$ cat src/rtl/dmux_stream_n.sv
// -----------------------------------------------------------------------------
// dmux_stream_n
//
// Registered 1-to-NCH stream demultiplexer. A single producer offers a word
// together with a destination select; the word is written into a one-entry
// buffer belonging to that channel, and each channel presents its buffer to
// an independent consumer through its own valid/ready handshake.
//
// A buffer that is draining in the current cycle can be refilled on the same
// edge, so a channel whose consumer is always ready sustains one word per
// cycle with no bubble. Words addressed to a nonexistent channel
// (in_sel >= NCH) are accepted and discarded. Such words set a sticky error
// flag and are counted by a saturating 8-bit counter.
//
// Parameters
//   WIDTH     : data width in bits (>= 1)
//   NCH       : number of output channels (2..16)
//   SELW      : select width, 2**SELW >= NCH
//   ZERO_IDLE : 1 -> a channel's data reads 0 while its valid is low
//               0 -> a channel's data holds its last buffered word
//
// Ports
//   clk        : rising-edge clock
//   rst_n      : asynchronous active-low reset
//   in_valid   : producer has a word
//   in_ready   : word is accepted this cycle (in_valid & in_ready)
//   in_data    : input word
//   in_sel     : destination channel, sampled with in_data
//   out_valid  : bit k -> channel k buffer holds a word
//   out_ready  : bit k -> consumer k takes the word
//   out_data   : channel k at [k*WIDTH +: WIDTH]
//   sel_err    : sticky, a word with an out-of-range select was accepted
//   drop_cnt   : saturating count of discarded words
// -----------------------------------------------------------------------------
module dmux_stream_n #(
    parameter int WIDTH     = 8,
    parameter int NCH       = 4,
    parameter int SELW      = 2,
    parameter bit ZERO_IDLE = 1'b1
) (
    input  logic                   clk,
    input  logic                   rst_n,
    input  logic                   in_valid,
    output logic                   in_ready,
    input  logic [WIDTH-1:0]       in_data,
    input  logic [SELW-1:0]        in_sel,
    output logic [NCH-1:0]         out_valid,
    input  logic [NCH-1:0]         out_ready,
    output logic [NCH*WIDTH-1:0]   out_data,
    output logic                   sel_err,
    output logic [7:0]             drop_cnt
);

    // NCH widened by one bit so the range test cannot overflow when
    // 2**SELW == NCH (in which case every select is in range).
    localparam logic [SELW:0] NCH_W = (SELW+1)'(NCH);

    logic [NCH-1:0]   vld_reg;
    logic [NCH-1:0]   vld_next;
    logic [WIDTH-1:0] data_reg  [NCH];
    logic [WIDTH-1:0] data_next [NCH];
    logic             sel_err_reg;
    logic             sel_err_next;
    logic [7:0]       drop_cnt_reg;
    logic [7:0]       drop_cnt_next;

    logic [NCH-1:0]   sel_hit;   // one-hot decode of in_sel over real channels
    logic [NCH-1:0]   ch_open;   // channel can take a word this cycle
    logic [NCH-1:0]   ch_wr;     // channel is written on the next edge
    logic             sel_ok;
    logic             accept;
    logic             bad_accept;

    assign sel_ok = ({1'b0, in_sel} < NCH_W);

    // The decode is used instead of indexing by in_sel so that an
    // out-of-range select never addresses a nonexistent channel.
    // in_ready depends on in_sel and out_ready only (one mux level).
    assign in_ready   = sel_ok ? |(sel_hit & ch_open) : 1'b1;
    assign accept     = in_valid & in_ready;
    assign bad_accept = accept & ~sel_ok;

    genvar gi;
    generate
        for (gi = 0; gi < NCH; gi++) begin : g_ch
            assign sel_hit[gi] = (in_sel == SELW'(gi));
            // Empty, or draining on this edge: either way the slot is free.
            assign ch_open[gi] = ~vld_reg[gi] | out_ready[gi];
            assign ch_wr[gi]   = accept & sel_hit[gi];

            // A refill wins over a drain, so a drain+refill keeps valid high.
            assign vld_next[gi]  = ch_wr[gi] | (vld_reg[gi] & ~out_ready[gi]);
            assign data_next[gi] = ch_wr[gi] ? in_data : data_reg[gi];

            if (ZERO_IDLE) begin : g_zero
                assign out_data[gi*WIDTH +: WIDTH] = vld_reg[gi] ? data_reg[gi] : '0;
            end else begin : g_hold
                assign out_data[gi*WIDTH +: WIDTH] = data_reg[gi];
            end
        end
    endgenerate

    assign sel_err_next  = sel_err_reg | bad_accept;
    assign drop_cnt_next = (bad_accept && (drop_cnt_reg != 8'hFF))
                           ? drop_cnt_reg + 8'd1 : drop_cnt_reg;

    always_ff @(posedge clk or negedge rst_n) begin
        if (!rst_n) begin
            vld_reg      <= '0;
            sel_err_reg  <= 1'b0;
            drop_cnt_reg <= 8'd0;
            for (int k = 0; k < NCH; k++) begin
                data_reg[k] <= '0;
            end
        end else begin
            vld_reg      <= vld_next;
            sel_err_reg  <= sel_err_next;
            drop_cnt_reg <= drop_cnt_next;
            for (int k = 0; k < NCH; k++) begin
                data_reg[k] <= data_next[k];
            end
        end
    end

    assign out_valid = vld_reg;
    assign sel_err   = sel_err_reg;
    assign drop_cnt  = drop_cnt_reg;

endmodule

$ cat config.mk
export PLATFORM = sky130hd
export DESIGN_NAME = dmux_stream_n
export DESIGN_NICKNAME = d
export VERILOG_FILES = /design/src/rtl/dmux_stream_n.sv
export SDC_FILE = /design/constraint.sdc
export NUM_CORES = 1
export LEC_CHECK = 0
export BUFFER_PORTS_ARGS = -buffer_cell sky130_fd_sc_hd__buf_4
export CAP_MARGIN = 20
export CORE_UTILIZATION = 44
export CTS_BUF_LIST = sky130_fd_sc_hd__clkbuf_8 sky130_fd_sc_hd__clkbuf_16
export CTS_CLUSTER_SIZE = 28
export DETAILED_ROUTE_END_ITERATION = 10
export GPL_ROUTABILITY_DRIVEN = 0
export GPL_TIMING_DRIVEN = 0
export PLACE_DENSITY = 0.86
export RECOVER_POWER = 25
export SETUP_SLACK_MARGIN = 0.1
export SYNTH_ARGS = -nofsm -noshare
export SYNTH_HDL_FRONTEND = slang
export SYNTH_SLANG_ARGS = --single-unit
$ cat constraint.sdc
create_clock -name clk -period 1.3 [get_ports clk]
set_input_delay 0.195 -clock clk [delete_from_list [all_inputs] [get_ports clk]]
set_output_delay 0.195 -clock clk [all_outputs]
set_load 0.03 [all_outputs]
==> results of run 1 <==
## metal layers
layer,track usage [%],wire length [um],up-vias
met1,27.06,1808,629
met3,4.529,138,3
met4,5.114,33,0
met5,0,0,-
li1,-,-,583
met2,34.71,2271,33
## synth_stat cells (all sizes together)
library cell / count
and2: 32
and3: 1
buf: 12
conb: 1
dfrtp: 36
mux2: 32
mux4: 1
nand2: 5
nand2b: 4
nand3: 1
nand3b: 1
nor2b: 2
nor3b: 1
o21ai: 1
## stage by stage
step | hold WS, ps | utilization (%) | setup TNS, ps | std cells
floorplan | -100.6 | - | -1624 | 138
global placement | 162.4 | 61.28 | -2820 | 238
detailed placement | 170.5 | 61.28 | -3265 | 238
CTS | 172.9 | 71.74 | -1898 | 256
global route | 164.4 | 73.65 | -4606 | 261
finish | 172.0 | 73.65 | -2925 | 261
## final timing paths
path,startpoint,to
worst max-delay path,out_valid[0],in_ready
worst min-delay path,in_data[6],data_reg[22]
worst max register to register,out_valid[1],data_reg[20]
worst min register to register,data_reg[2],data_reg[2]
max in group asynchronous,rst_n,out_valid[2]
min in group asynchronous,rst_n,data_reg[31]
## cell families (layout without fill, tap and decap cells)
| logic type | count (synthesis) | in the layout | synth area share [%] |
|---|---|---|---|
| AND/OR/NAND/NOR | 47 | 48 | 17.80 |
| flip-flops | 36 | 36 | 53.85 |
| multiplexers | 33 | 33 | 22.89 |
| buffers and inverters | 12 | 86 | 4.936 |
| other | 1 | 9 | 0.2242 |
| AO/OA/AOI/OAI | 1 | 1 | 0.2989 |
## report_power, final
| group | total (mW) | internal [mW] | switching, mW |
|---|---|---|---|
| clock | 1.06 | 0.676 | 0.387 |
| combinational | 1.07 | 0.592 | 0.480 |
| sequential | 1.48 | 1.34 | 0.137 |
| total | 3.62 | 2.61 | 1.00 |
## what timing repair did
action,CTS,global route
hold endpoints to repair,36,0
setup buffers,9,7
hold buffers,1,0
cloned,0,1
gates resized for setup,53,8
setup endpoints to repair,57,69
## final cells by class
cell class,instances,area [um^2],area share [%]
clock inverters,1,30.03,1.114
multi-input cells,91,915.9,33.97
repair buffers,66,585.6,21.72
clock buffers,7,96.34,3.573
plain buffers,12,102.6,3.805
well taps,48,60.06,2.227
flip-flops and latches,36,905.9,33.60
## cell usage in the layout (no fill, tap or decap), drive strengths merged, types with 2 or more instances in the layout
cell    netlist  layout
clkbuf        0       8
nor2b         2       2
dfrtp        36      36
nand2b        4       4
and2         32      32
mux2         32      32
nand3b        1       2
buf          12      76
nand2         5       5
conb          1       9
==> results.sh, run 1 <==
export IMPL_outcome="finished, violations left"
export IMPL_violations="negative setup slack"
export IMPL_start_kind="flip-flop"
export IMPL_detail_route_antenna_nets=0
export IMPL_finalMaxSlewViolations=0
export IMPL_drt_initial_drc_count=37
export IMPL_syn_to_final_growth_pct=61.18
export IMPL_antenna_found_initial=0
export IMPL_fin_ws_ps=-273.8
export IMPL_diodes=0
export IMPL_fp_dieH_um=63.66
export IMPL_setup_violations=49
export IMPL_synth_largest_area_cell="dfrtp_1"
export IMPL_grt_pass1_wl_um=6210
export IMPL_critPathRequiredTime_ps=1110
export IMPL_fill_cells=236
export IMPL_end_kind="output port"
export IMPL_std_cell_rows=22
export IMPL_clk_latency_ps=290
export IMPL_cts_buffers=5
export IMPL_drive_gt1_share_pct=68.54
export IMPL_h_tree_depth=2
export IMPL_clkTransAtPathRegs_ps=70
export IMPL_synthCells=130
export IMPL_finalCriticalPeriod_ps=1574
export IMPL_place_ws_ps=-227.4
export IMPL_syn_area_per_cell_um2=12.87
export IMPL_path_class="flip-flop to output port"
export IMPL_design_area_um2=2696
export IMPL_first_pass_iters=4
export IMPL_leakage_nw=1.361
export IMPL_largest_reg_flops=32
export IMPL_start_util_pct=45.69
export IMPL_rr_worst_depth=5
export IMPL_relSlewSlack_pct=43.18
export IMPL_tightest_slew_ps=852.3
export IMPL_yosysUniqueCellTypes=15
export IMPL_hold_class="input pin to flip-flop"
export IMPL_boundaryPins=63
export IMPL_dp_hpwl_um=2518
export IMPL_power_density_nw_per_um2=1341
export IMPL_vias=1248
export IMPL_avgViaCountPerCell=4.782
export IMPL_synth_warnings=0
export IMPL_final_nets=229
export IMPL_crit_buf_inv=1
export IMPL_cap_viol_max_count=0
export IMPL_first_global_vias=1198
export IMPL_rsz0062_at_grt="true"
export IMPL_period_share_pct=121.1
export IMPL_clk_path_buf_depth=2
export IMPL_total_power_mw=3.615
export IMPL_grt_max_degree=37
export IMPL_cts_tree="done"
export IMPL_track_usage_pct=20.71
export IMPL_syn_area_um2=1673
export IMPL_synthTopCellsByArea="dfrtp_1, mux2_2, and2_1"
export IMPL_crit_family="multiplexers"
export IMPL_vdd_ir_drop_max_mv=0.8459
export IMPL_cp_max_fo=2
export IMPL_die_w_um=63.66
export IMPL_finalWirelength_um=4250
export IMPL_synth_seq_cells=36
export IMPL_root_buffer="clkbuf_8"
export IMPL_seq_area_frac_synth_pct=53.85
export IMPL_cpPeakStageDelay_ps=470
export IMPL_drcViolationCount=0
export IMPL_arrival_ps=1380
export IMPL_dpl_cell_area_um2=2243
export IMPL_path_cells="nand2b_4, mux4_2, buf_6"
export IMPL_fmax_mhz=635.4
export IMPL_wire_per_inst_um=16.28
export IMPL_die_area_um2=4053
export IMPL_portBuffers=52
export IMPL_cp_depth=3
export IMPL_cts_sinks=36
export IMPL_cpMaxStageDelayCell="mux4_2"
export IMPL_fp_coreArea_um2=3661
export IMPL_rrSetupSlack_ps=-70
export IMPL_finClkSkew_ps=4.348
export IMPL_grt_overflow=0
export IMPL_hold_depth=2
export IMPL_synth_top_area_share_pct=53.85
export IMPL_hold_viol=0
Power figures use the tool's default switching activity.
==> run 2, diff against run 1 <==
--- a/config.mk
+++ b/config.mk
@@ -6,15 +6,15 @@
 export NUM_CORES = 1
 export LEC_CHECK = 0
 export BUFFER_PORTS_ARGS = -buffer_cell sky130_fd_sc_hd__buf_4
-export CAP_MARGIN = 20
-export CORE_UTILIZATION = 44
+export CORE_UTILIZATION = 48
 export CTS_BUF_LIST = sky130_fd_sc_hd__clkbuf_8 sky130_fd_sc_hd__clkbuf_16
 export CTS_CLUSTER_SIZE = 28
 export DETAILED_ROUTE_END_ITERATION = 10
 export GPL_ROUTABILITY_DRIVEN = 0
 export GPL_TIMING_DRIVEN = 0
-export PLACE_DENSITY = 0.86
+export PLACE_DENSITY = 0.88
 export RECOVER_POWER = 25
+export REMOVE_ABC_BUFFERS = 1
 export SETUP_SLACK_MARGIN = 0.1
 export SYNTH_ARGS = -nofsm -noshare
 export SYNTH_HDL_FRONTEND = slang
==> constraint.sdc (replaced) <==
create_clock -name clk -period 1.65 [get_ports clk]
set_input_delay 0.2475 -clock clk [delete_from_list [all_inputs] [get_ports clk]]
set_output_delay 0.2475 -clock clk [all_outputs]
set_load 0.03 [all_outputs]
==> run 2 against run 1 <==
The run now ends clean. Core utilization shrank 5.3 points. Critical path depth unchanged. Cell count down 7.7%. Global-route usage down 0.45 points.
==> results.sh, run 2 (same netlist as run 1, synthesis figures left out) <==
export IMPL_path_class="flip-flop to output port"
export IMPL_cts_buffers=5
export IMPL_setup_violations=0
export IMPL_h_tree_depth=2
export IMPL_fp_dieH_um=61.04
export IMPL_vdd_ir_drop_max_mv=0.6667
export IMPL_cap_viol_max_count=0
export IMPL_first_global_vias=1097
export IMPL_internal_power_mw=1.702
export IMPL_finClkSkew_ps=2.753
export IMPL_clk_latency_ps=280
export IMPL_rsz0062_at_grt="true"
export IMPL_drt_initial_drc_count=24
export IMPL_seq_power_share_pct=47.0
export IMPL_mostFrequentLayoutCell="buf_4"
export IMPL_leakage_nw=1.116
export IMPL_antenna_found_initial=0
export IMPL_cpMaxStageDelayCell="mux4_2"
export IMPL_tightest_slew_ps=867.5
export IMPL_track_usage_pct=20.26
export IMPL_vias=1142
export IMPL_worstSetupStartpoint="out_valid[0]"
export IMPL_std_cell_rows=21
export IMPL_arrival_ps=1360
export IMPL_grt_overflow=0
export IMPL_dp_hpwl_um=2544
export IMPL_diodes=0
export IMPL_die_w_um=61.04
export IMPL_pwr_share_comb_pct=27.0
export IMPL_place_ws_ps=-149.8
export IMPL_finalMaxSlewViolations=0
export IMPL_design_area_um2=2282
export IMPL_clk_path_buf_depth=2
export IMPL_power_frac_clock_pct=26.0
export IMPL_boundaryPins=63
export IMPL_drive_gt1_share_pct=57.44
export IMPL_rrSetupSlack_ps=230
export IMPL_endpoint="in_ready"
export IMPL_wire_per_inst_um=15.01
export IMPL_clkTransAtPathRegs_ps=70
export IMPL_avgViaCountPerCell=4.739
export IMPL_path_cells="nand2b_4, mux4_2, buf_6"
export IMPL_reg2reg_from="out_valid[3]"
export IMPL_cts_sinks=36
export IMPL_dpl_cell_area_um2=2076
export IMPL_critPathRequiredTime_ps=1400
export IMPL_drcViolationCount=0
export IMPL_grt_max_degree=37
export IMPL_hold_class="input pin to flip-flop"
export IMPL_relSlewSlack_pct=42.17
export IMPL_finalCriticalPeriod_ps=1610
export IMPL_portBuffers=53
export IMPL_hold_depth=2
export IMPL_timing_rr_end="data_reg[1]"
export IMPL_start_util_pct=50.13
export IMPL_outcome="finished clean"
export IMPL_largest_reg_flops=32
export IMPL_hold_viol=0
export IMPL_finalWirelength_um=3618
export IMPL_detail_route_antenna_nets=0
export IMPL_cpPeakStageDelay_ps=460
export IMPL_netSwitchingPower_mw=0.7273
export IMPL_fp_coreArea_um2=3337
export IMPL_fmax_mhz=621.0
export IMPL_fin_ws_ps=39.71
export IMPL_cts_tree="done"
export IMPL_start_kind="flip-flop"
export IMPL_end_kind="output port"
export IMPL_syn_to_final_growth_pct=36.42
export IMPL_period_share_pct=97.59
export IMPL_cp_max_fo=4
export IMPL_power_density_nw_per_um2=1064
export IMPL_netSwitchingFraction_pct=29.94
export IMPL_rr_worst_depth=3
export IMPL_root_buffer="clkbuf_8"
export IMPL_final_nets=211
export IMPL_mostFrequentLayoutCells="buf_4, and2_1, mux2_2, dfrtp_1, conb_1"
export IMPL_grt_pass1_wl_um=5140
export IMPL_first_pass_iters=4
export IMPL_die_area_um2=3725
-- run 2: worst min-delay path by stage --
stage                           from            to
final                     in_data[4]  data_reg[20]
after global routing      in_data[5]   data_reg[5]
after CTS                 in_data[5]   data_reg[5]
after detailed placement       rst_n  data_reg[26]
after global placement         rst_n  data_reg[25]
after floorplan                rst_n   data_reg[0]
-- run 2: metrics by stage --
stage | hold WS [ps] | utilization (%) | power [mW] | TNS [ps] | instances
after floorplan | -48.09 | - | 1.538 | 0 | 126
after global placement | 210.3 | 62.20 | 1.742 | -657.3 | 225
after detailed placement | 221.6 | 62.20 | 1.781 | -1146 | 225
after CTS | 226.4 | 66.22 | 2.418 | -95.77 | 235
after global routing | 221.3 | 68.39 | 2.554 | 0 | 241
final | 232.4 | 68.39 | 2.429 | 0 | 241
-- run 2: final cells by class --
type | count | area [um^2]
fill | 242 | 1055
sequential | 36 | 905.9
multi-input combinational | 90 | 752.0
timing repair buffer | 61 | 474.2
clock buffer | 6 | 82.58
tap | 46 | 57.56
clock inverter | 2 | 10.01
-- run 2: worst max-delay path, delay by kind of cell (launching register included) --
kind | cells | cell delay, ps
multiplexers | 1 | 460
flip-flops | 1 | 400
buffers and inverters | 1 | 150
AND/OR/NAND/NOR | 1 | 70
-- run 2: power by group through the flow --
stage | registers (mW) | clock network [mW] | logic [mW]
2_1_floorplan | 1.14 | 0 | 0.394
3_3_place_gp | 1.15 | 0 | 0.594
3_5_place_dp | 1.17 | 0 | 0.613
4_1_cts | 1.15 | 0.642 | 0.624
5_1_grt | 1.16 | 0.686 | 0.706
6_report | 1.14 | 0.632 | 0.655
-- run 2: metal layers --
layer / global-route usage [%] / up-vias / routed length [um]
met4: 12.01 / 0 / 44
met1: 23.51 / 562 / 1488
met3: 5.462 / 4 / 144
li1: - / 541 / -
met5: 0 / - / 0
met2: 33.70 / 35 / 1941
-- run 2: what timing repair did --
| action | in CTS | in global routing |
|---|---|---|
| gates resized for setup | 6 | 4 |
| pin swaps | 0 | 0 |
| hold buffers | 1 | 0 |
| endpoints found under the setup margin | 17 | 15 |
| cloned | 0 | 0 |
| buffers inserted | 1 | 6 |
| endpoints found under the hold margin | 36 | 0 |
==> run 3, diff against run 2 <==
--- a/config.mk
+++ b/config.mk
@@ -5,14 +5,16 @@
 export SDC_FILE = /design/constraint.sdc
 export NUM_CORES = 1
 export LEC_CHECK = 0
+export ABC_AREA = 1
 export BUFFER_PORTS_ARGS = -buffer_cell sky130_fd_sc_hd__buf_4
-export CORE_UTILIZATION = 48
+export CORE_MARGIN = 3
+export CORE_UTILIZATION = 50
 export CTS_BUF_LIST = sky130_fd_sc_hd__clkbuf_8 sky130_fd_sc_hd__clkbuf_16
 export CTS_CLUSTER_SIZE = 28
 export DETAILED_ROUTE_END_ITERATION = 10
 export GPL_ROUTABILITY_DRIVEN = 0
 export GPL_TIMING_DRIVEN = 0
-export PLACE_DENSITY = 0.88
+export PLACE_DENSITY = 0.89
 export RECOVER_POWER = 25
 export REMOVE_ABC_BUFFERS = 1
 export SETUP_SLACK_MARGIN = 0.1
==> run 3 against run 2 <==
Register-to-register slack got worse by 30 ps. Cell count increased by 47%. Sequential share of layout area decreased by 2.4 points. Critical endpoint unchanged.
==> results.sh, run 3 <==
export IMPL_final_nets=324
export IMPL_syn_area_per_cell_um2=7.578
export IMPL_yosysUniqueCellTypes=14
export IMPL_grt_max_degree=37
export IMPL_cts_sinks=36
export IMPL_dp_hpwl_um=2930
export IMPL_setup_violations=0
export IMPL_cp_max_fo=3
export IMPL_synthMuxAreaShare_pct=0
export IMPL_die_w_um=67.43
export IMPL_pwr_share_comb_pct=26.6
export IMPL_end_kind="output port"
export IMPL_fill_cells=304
export IMPL_hold_end="out_valid[3]"
export IMPL_clk_latency_ps=280
export IMPL_hold_depth=4
export IMPL_synth_top_area_share_pct=47.75
export IMPL_synthXorXnorAreaFrac_pct=0
export IMPL_syn_area_um2=1887
export IMPL_clk_path_buf_depth=2
export IMPL_fp_dieH_um=67.43
export IMPL_synth_edff_count=0
export IMPL_synth_top_cells_by_count="nand2_1, inv_1, dfrtp_1"
export IMPL_boundaryPins=63
export IMPL_drive_gt1_share_pct=27.27
export IMPL_relSlewSlack_pct=42.09
export IMPL_avgViaCountPerCell=5.054
export IMPL_vdd_ir_drop_max_mv=0.5960
export IMPL_finClkSkew_ps=3.435
export IMPL_wire_per_inst_um=12.88
export IMPL_period_share_pct=89.06
export IMPL_wl_met1_um=1851
export IMPL_dpl_cell_area_um2=2241
export IMPL_cpMaxStageDelayCell="dfrtp_2"
export IMPL_reg2reg_from="out_valid[2]"
export IMPL_final_core_util_pct=69.50
export IMPL_first_global_vias=1649
export IMPL_netSwitchingPower_mw=0.7941
export IMPL_hp_start="out_ready[3]"
export IMPL_finalWirelength_um=4558
export IMPL_setup_tns_ps=0
export IMPL_seq_power_share_pct=48.2
export IMPL_synth_async_reset_ratio_pct=100.0
export IMPL_netSwitchingFraction_pct=33.11
export IMPL_track_usage_pct=21.77
export IMPL_detail_route_antenna_nets=0
export IMPL_design_area_um2=2429
export IMPL_path_cells="nand2_1, nand2_1, nand2_1, inv_2, nand2_8, buf_6"
export IMPL_synth_seq_cells=36
export IMPL_cts_tree="done"
export IMPL_h_tree_depth=2
export IMPL_grt_overflow=0
export IMPL_outcome="finished clean"
export IMPL_synth_compound_area_share_pct=0
export IMPL_seq_area_frac_synth_pct=47.75
export IMPL_total_power_mw=2.398
export IMPL_mostFrequentLayoutCells="nand2_1, buf_4, inv_1"
export IMPL_tightest_slew_ps=868.7
export IMPL_hold_class="input pin to flip-flop"
export IMPL_clkTransAtPathRegs_ps=60
export IMPL_rrSetupSlack_ps=200
export IMPL_grt_pass1_wl_um=7348
export IMPL_power_frac_clock_pct=25.3
export IMPL_place_ws_ps=-174.9
export IMPL_worst_path_most_repeated_cell="nand2_1"
export IMPL_synthAdderAreaFrac_pct=0
export IMPL_cpPeakStageDelay_ps=400
export IMPL_cap_viol_max_count=0
export IMPL_fin_ws_ps=180.5
export IMPL_mostFrequentLayoutCell="nand2_1"
export IMPL_wl_met2_um=2247
export IMPL_start_util_pct=53.99
export IMPL_synth_largest_area_cell="dfrtp_1"
export IMPL_rsz0062_at_grt="true"
export IMPL_drt_initial_drc_count=111
export IMPL_die_area_um2=4547
export IMPL_synth_most_common_cell="nand2_1"
export IMPL_leakage_nw=1.569
export IMPL_synth_top_family_by_area="simple AND/OR/NAND/NOR gates"
export IMPL_root_buffer="clkbuf_8"
export IMPL_synth_simple_area_share_pct=36.94
export IMPL_antenna_found_initial=0
export IMPL_largest_reg_flops=32
export IMPL_rr_worst_depth=9
export IMPL_synthFlopType="dfrtp_1"
export IMPL_start_kind="flip-flop"
export IMPL_syn_to_final_growth_pct=28.71
export IMPL_std_cell_rows=21
export IMPL_arrival_ps=1220
export IMPL_top_layer_used="met4"
export IMPL_finalCriticalPeriod_ps=1469
export IMPL_timing_rr_end="data_reg[22]"
export IMPL_synthCells=249
export IMPL_cts_buffers=5
export IMPL_synthTopCellsByArea="dfrtp_1, nand2_1, nand4_1"
export IMPL_finalMaxSlewViolations=0
export IMPL_path_class="flip-flop to output port"
export IMPL_synth_warnings=0
export IMPL_portBuffers=53
export IMPL_power_density_nw_per_um2=987.6
export IMPL_diodes=0
export IMPL_wl_met3_um=367
export IMPL_first_pass_iters=4
export IMPL_internal_power_mw=1.604
export IMPL_fmax_mhz=680.5
export IMPL_drcViolationCount=0
export IMPL_vias=1789
export IMPL_critPathRequiredTime_ps=1400
export IMPL_hold_viol=0
export IMPL_fp_coreArea_um2=3495
-- run 3: changes by cell type in the layout (fill, tap and decap cells not counted), moves of 2 or more --
cell,delta
mux2_2,-32
nor2_4,+2
and2_1,-32
nand2_1,+106
nand3_2,+4
buf_4,+2
inv_1,+39
inv_2,+3
nand2b_4,-4
nand4_1,+32
-- run 3: per-layer routing --
| layer | global-route usage (%) | vias to the layer above |
|---|---|---|
| met5 | 0 | - |
| met4 | 10.13 | 0 |
| met3 | 4.326 | 11 |
| met2 | 35.58 | 79 |
| met1 | 27.73 | 833 |
| li1 | - | 866 |
-- run 3: how the worst max path moves through the flow --
| stage | startpoint | slack, ps | cells after the start | to |
|---|---|---|---|---|
| finish | out_valid[2] | 180 | 6 | in_ready |
| global route | out_valid[3] | 80 | 9 | data_reg[14] |
| CTS | out_valid[2] | 190 | 6 | in_ready |
| detailed placement | in_sel[1] | -170 | 9 | data_reg[6] |
| global placement | in_sel[1] | -140 | 9 | data_reg[29] |
| floorplan | out_valid[0] | 50 | 8 | data_reg[0] |
-- run 3: metrics by stage --
stage          hold WS (ps)  instances
2_1_floorplan        -48.09        237
3_3_place_gp          217.6        336
3_5_place_dp          219.3        336
4_1_cts               221.4        354
5_1_grt               229.5        354
6_report              223.2        354
-- run 3: worst max-delay path: cells and delay by family, from the launching register on --
kind,cells,cell delay [ps]
buf+inv,2,210
simple gates,4,330
flops,1,400
-- run 3: kinds of logic after synthesis --
| kind of cell | Yosys count |
|---|---|
| AND/OR/NAND/NOR | 151 |
| buffers and inverters | 61 |
| flip-flops | 36 |
| other | 1 |
-- run 3: final cells by class --
type,count,area [um^2],share of cell area (%)
tap,46,57.56,2.370
clock buffer,6,82.58,3.400
sequential,36,905.9,37.30
multi-input combinational,161,750.7,30.91
inverter,41,155.1,6.388
timing repair buffer,62,469.2,19.32
clock inverter,2,7.507,0.3091
-- run 3: what timing repair did --
action / CTS / global route
pin swaps: 1 / 0
hold endpoints to repair: 36 / 0
buffers inserted: 8 / 0
hold buffers: 1 / 0
gates resized for setup: 8 / 0
endpoints found under the setup margin: 37 / 13
cloned: 1 / 0
-- run 3: power groups by stage --
stage | logic [mW] | clock network [mW] | registers, mW
after floorplan | 0.351 | 0 | 1.17
after global placement | 0.556 | 0 | 1.17
after detailed placement | 0.573 | 0 | 1.18
after CTS | 0.638 | 0.615 | 1.15
after global routing | 0.707 | 0.666 | 1.18
final | 0.637 | 0.606 | 1.15
